===== src/rtl/fluxo_dados_genius_param.sv =====
// fluxo_dados_genius_param: parametrised sequence-memory game datapath (counters, play register, RAM, timer).
// Optional FLUXO_LFSR_EN: RAM write data comes from an 8-bit LFSR as a one-hot word instead of J.
module fluxo_dados_genius_param #(
  parameter int N_CHAVES = 4,
  parameter int DEPTH    = 16,
  parameter int LIMITE_0 = 15,
  parameter int LIMITE_1 = 3,
  parameter int TIMEOUT  = 5000,
  localparam int AW      = $clog2(DEPTH),
  localparam int TW      = $clog2(TIMEOUT)
) (
  input  logic                clock,
  input  logic                reset,
  input  logic                zeraE,
  input  logic                contaE,
  input  logic                zeraL,
  input  logic                contaL,
  input  logic                zeraR,
  input  logic                registraR,
  input  logic                zeraT,
  input  logic                contaT,
  input  logic                escreveM,
  input  logic                modo,
  input  logic [N_CHAVES-1:0] chaves,
  output logic                fimE,
  output logic                fimL,
  output logic                enderecoIgualRodada,
  output logic                igual,
  output logic                jogada_feita,
  output logic                jogada_invalida,
  output logic                fimT,
  output logic                meioT,
  output logic                db_tem_jogada,
  output logic [AW-1:0]       db_contagem,
  output logic [AW-1:0]       db_rodada,
  output logic [N_CHAVES-1:0] db_memoria,
  output logic [N_CHAVES-1:0] db_jogada
);
  localparam logic [AW-1:0] E_MAX = AW'(DEPTH - 1);
  localparam logic [AW-1:0] LIM0  = AW'(LIMITE_0);
  localparam logic [AW-1:0] LIM1  = AW'(LIMITE_1);
  localparam logic [TW-1:0] T_MAX = TW'(TIMEOUT - 1);
  localparam logic [TW-1:0] T_MID = TW'(TIMEOUT / 2);
  logic [AW-1:0]       e, l;
  logic [TW-1:0]       t;
  logic [N_CHAVES-1:0] j, rd, wdata;
  logic                inv, prev, armed, tem;
  logic [N_CHAVES-1:0] mem [DEPTH];
  assign tem = |chaves;
  always_ff @(posedge clock or negedge reset) begin
    if (!reset) begin
      e     <= '0;
      l     <= '0;
      t     <= '0;
      j     <= '0;
      inv   <= 1'b0;
      prev  <= 1'b0;
      armed <= 1'b0;
    end else begin
      e     <= zeraE ? '0 : contaE ? (e == E_MAX ? '0 : e + AW'(1)) : e;
      l     <= zeraL ? '0 : contaL ? (l == E_MAX ? '0 : l + AW'(1)) : l;
      t     <= (zeraT || jogada_feita) ? '0 : (contaT && t < T_MAX) ? t + TW'(1) : t;
      j     <= zeraR ? '0 : registraR ? chaves : j;
      inv   <= zeraR ? 1'b0 : registraR ? !$onehot(chaves) : inv;
      prev  <= zeraE ? 1'b0 : tem;
      // keys held through reset release must be let go once before a play can register
      armed <= armed | ~tem;
    end
  end
`ifdef FLUXO_LFSR_EN
  logic [7:0] lfsr;
  always_ff @(posedge clock or negedge reset) begin
    if (!reset) lfsr <= 8'h01;
    else lfsr <= {lfsr[6:0], lfsr[7] ^ lfsr[5] ^ lfsr[4] ^ lfsr[3]};
  end
  assign wdata = {{(N_CHAVES-1){1'b0}}, 1'b1} << (lfsr % N_CHAVES);
`else
  assign wdata = j;
`endif
  // read-before-write: a same-address write returns the previous word
  always_ff @(posedge clock) begin
    if (escreveM) mem[e] <= wdata;
    rd <= mem[e];
  end
  assign jogada_feita        = tem & ~prev & armed;
  assign fimE                = e == E_MAX;
  assign fimL                = l == (modo ? LIM1 : LIM0);
  assign enderecoIgualRodada = e == l;
  assign jogada_invalida     = inv;
  assign igual               = (rd == j) && !inv;
  assign fimT                = t == T_MAX;
  assign meioT               = t >= T_MID;
  assign db_tem_jogada       = tem;
  assign db_contagem         = e;
  assign db_rodada           = l;
  assign db_memoria          = rd;
  assign db_jogada           = j;
endmodule


===== config.mk =====
export PLATFORM = sky130hd
export DESIGN_NAME = fluxo_dados_genius_param
export DESIGN_NICKNAME = d
export VERILOG_FILES = /design/src/rtl/fluxo_dados_genius_param.sv
export SDC_FILE = /design/constraint.sdc
export NUM_CORES = 1
export LEC_CHECK = 0
export ABC_AREA = 1
export CAP_MARGIN = 0
export CORE_MARGIN = 1
export CORE_UTILIZATION = 55
export DETAILED_ROUTE_END_ITERATION = 16
export GPL_TIMING_DRIVEN = 0
export PLACE_DENSITY = 0.78
export SETUP_SLACK_MARGIN = 0.4
export SLEW_MARGIN = 20
export SYNTH_ARGS = -nofsm -noshare
export SYNTH_HDL_FRONTEND = slang
export SYNTH_SLANG_ARGS = --single-unit

===== constraint.sdc =====
create_clock -name clock -period 4.1 [get_ports clock]
set_clock_uncertainty 0.2 [all_clocks]
set_input_delay 1.23 -clock clock [delete_from_list [all_inputs] [get_ports clock]]
set_output_delay 1.23 -clock clock [all_outputs]
set_load 0.02 [all_outputs]

==> impl_metrics.py <==
metrics = {
    "outcome": {
        "outcome": "completed",
    },
    "routing": {
        "wl_per_cell_um": 15.6,
        "routed_wl_um": 10200,
        "vias": 3602,
        "drc": 0,
        "drtPass1Iterations": 5,
        "drt_iter0_drc": 308,
        "ant_nets": 0,
        "viasPerCell": 5.52,
    },
    "pwr": {
        "pwr_density_cell_nw_per_um2": 359,
        "p_leak_nw": 2.15,
        "design_power_total_w": 0.00190,
        "ir_worst_vdd_uv": 224,
    },
    "worst_setup_path": {
        "arrival_ns": 2.26,
        "max_stage_delay_ns": 0.47,
        "crit_required_ns": 2.67,
        "crit_slowest_cell": "clkdlybuf4s50_1",
        "cp-end-kind": "primary output",
        "path_cells": "clkdlybuf4s50_1 > inv_2 > ha_4 > nand3_4 > nand2_2 > inv_1 > buf_4",
        "critPathKind": "input port to primary output",
        "startpoint_type": "input port",
        "worstPathMaxFanout": 3,
        "rr_worst_depth": 5,
    },
    "logic_synthesis": {
        "synth-seq-cells": 96,
        "yosys.cell_types.count": 37,
        "async_reset_ff_frac": 0.292,
        "syn_area_per_cell_um2": 9.27,
        "synth_area_um2": 4570,
        "synth_warnings": 0,
        "synth_most_common_cell": "nand2_1",
        "synth_flop_cell": "edfxtp_1",
        "synth_common_cells": "102 x nand2_1, 97 x nor2_1, 64 x edfxtp_1",
        "yosysTopAreaCellShare": 0.421,
        "synthesis.nets": 520,
        "yosysTopAreaCell": "edfxtp_1",
        "syn_inst": 493,
        "synth_edf_count": 64,
        "synth_area_leaders": "edfxtp_1 42%, dfrtp_1 15%, nand2_1 8.4%",
        "synth-seq-area-share": 0.591,
    },
    "die": {
        "fp.dieH_um": 93.2,
        "dieArea_um2": 8680,
        "die_w_um": 93.2,
        "ios": 41,
        "core_um2": 7890,
        "rows": 32,
        "start_util": 0.579,
    },
    "place": {
        "place_ws_ns": -0.150,
        "portBuffers": 40,
        "dpl.hpwl_um": 7180,
        "dpl.cell_count": 635,
        "gp_congestion": 0.911,
    },
    "sta": {
        "fin_crit_sh": 0.900,
        "max-slew-margin-rel": 0.584,
        "worst_slack_ns": 0.412,
        "rsz0062_at_grt": "true",
        "tightest_slew_ns": 0.625,
        "period_minus_slack_ns": 3.69,
        "finalSetupViolations": 0,
        "fmaxAchievable_ghz": 0.271,
        "finalHoldViolCount": 0,
        "slew_violations": 0,
    },
    "global_route": {
        "overflow": 0,
        "antenna_found_initial": 0,
        "grt_pass1_vias": 3464,
        "grt_max_degree": 29,
        "track_usage": 0.256,
        "grt_first_pass_wirelength_um": 16700,
    },
    "clock_network": {
        "cts_sinks": 96,
        "clkLatencyLatePin_ns": 0.36,
        "numCtsBuffers": 9,
        "tritoncts": "built",
        "root_buffer": "clkbuf_8",
        "cts.path.max_buffers": 2,
        "cts-htree-levels": 3,
        "clkTransAtPathRegs_ns": 0.10,
        "postCtsHoldBufs": 0,
    },
    "final_layout": {
        "areaGrowthSynthToFinish_pct": 16.2,
        "multi_input_area_um2": 1640,
        "stdcell_count": 653,
        "drive_gt1_frac": 0.0944,
        "regArea_um2": 2710,
        "n_fill_cell": 606,
        "diodes": 0,
        "nNetsFinal": 573,
    },
    "min_path": {
        "hold_depth": 2,
        "hp-class": "register to register",
    },
    "flow_run": {
        "drv_cap": 0,
    },
}
==> flip-flops by register name (all words and copies together), names as in the netlist <==
name and cells:
armed 1, db_contagem 4, db_jogada 4, db_memoria 4, db_rodada 4, jogada_invalida 1
mem 64, prev 1, t 13
==> area by class of cell <==
cell class / instances / share of cell area
buffer: 14 / 0.0137
clock buffer: 9 / 0.0233
clock inverter: 7 / 0.0118
inverter: 48 / 0.0339
multi-input combinational: 335 / 0.308
sequential: 96 / 0.510
tap: 102 / 0.0240
timing repair buffer: 42 / 0.0747
==> layout by cell type, fill, tap and decap left out, types with 3 or more instances in the layout <==
cell type and n:
nand4_1 9, o21ai_1 6, inv_2 6, ha_1 9, nor2_1 97, nand2_2 3, o21ai_0 36, clkdlybuf4s50_1 35
clkbuf_8 9, inv_8 3, o22ai_1 10, buf_4 4, xor2_1 4, edfxtp_1 64, dfxtp_1 4, dfrtp_2 4
a21oi_1 5, buf_2 9, nand2_1 101, dfrtp_1 24, inv_1 41, clkbuf_1 5, nand3_1 33
==> worst max-delay path, delay by kind of cell <==
family	cells	cell delay (ns)
AND/OR/NAND/NOR	2	0.14
adder cells (fa/ha/maj)	1	0.17
buffers and inverters	4	0.71
==> stage by stage <==
stage          cell area [um2]  hold WS (ns)   util  TNS [ns]
3_3_place_gp              5100         0.238  0.646    -0.158
6_report                  5310         0.280  0.673         0
4_1_cts                   5270         0.286  0.668         0
5_1_grt                   5310         0.312  0.673         0
3_5_place_dp              5090         0.264  0.646    -0.177
2_1_floorplan             4570         0.223      -         0
==> logic make-up (layout without fill, tap and decap cells) <==
kind of cell,count (synthesis),after routing,synth area share
adders and majority gates,11,11,0.0318
and+or+nand+nor,253,253,0.231
DFF,96,96,0.591
buffers and inverters,62,120,0.0553
AOI/OAI and AO/OA,65,65,0.0786
xor gates and xnor gates,6,6,0.0115
==> report_power, final <==
group | total (W) | switching (W) | leakage [nW] | internal (W)
Sequential | 0.00109 | 0.0000313 | 0.996 | 0.00106
Combinational | 0.000231 | 0.000140 | 1.06 | 0.0000914
Clock | 0.000582 | 0.000348 | 0.0916 | 0.000234
Total | 0.00190 | 0.000519 | 2.15 | 0.00138
==> metal layers <==
| layer | up-vias | share of wire | routed length (um) | GRT usage |
|---|---|---|---|---|
| li1 | 1753 | - | - | - |
| met1 | 1715 | 0.45 | 4530 | 0.357 |
| met2 | 118 | 0.48 | 4840 | 0.413 |
| met3 | 16 | 0.061 | 617 | 0.0350 |
| met4 | 0 | 0.016 | 163 | 0.0910 |
| met5 | - | 0 | 0 | 0 |
==> what timing repair did <==
| item | 4_1_cts | 5_1_grt |
|---|---|---|
| gates resized for setup | 13 | 11 |
| setup endpoints to repair | 5 | 4 |
| buffers inserted | 0 | 2 |
| pin swaps | 0 | 1 |
==> path summary, 6_finish.rpt <==
path	slack, ns	from	end
min	0.28	armed	armed
min in group asynchronous	0.67	reset	t[1]
min reg2reg	0.28	armed	armed
max in group asynchronous	2.57	reset	db_jogada[1]
max	0.41	chaves[1]	jogada_feita
max reg2reg	1.74	db_contagem[1]	mem[0][3]
(Power assumes the default switching activity.)
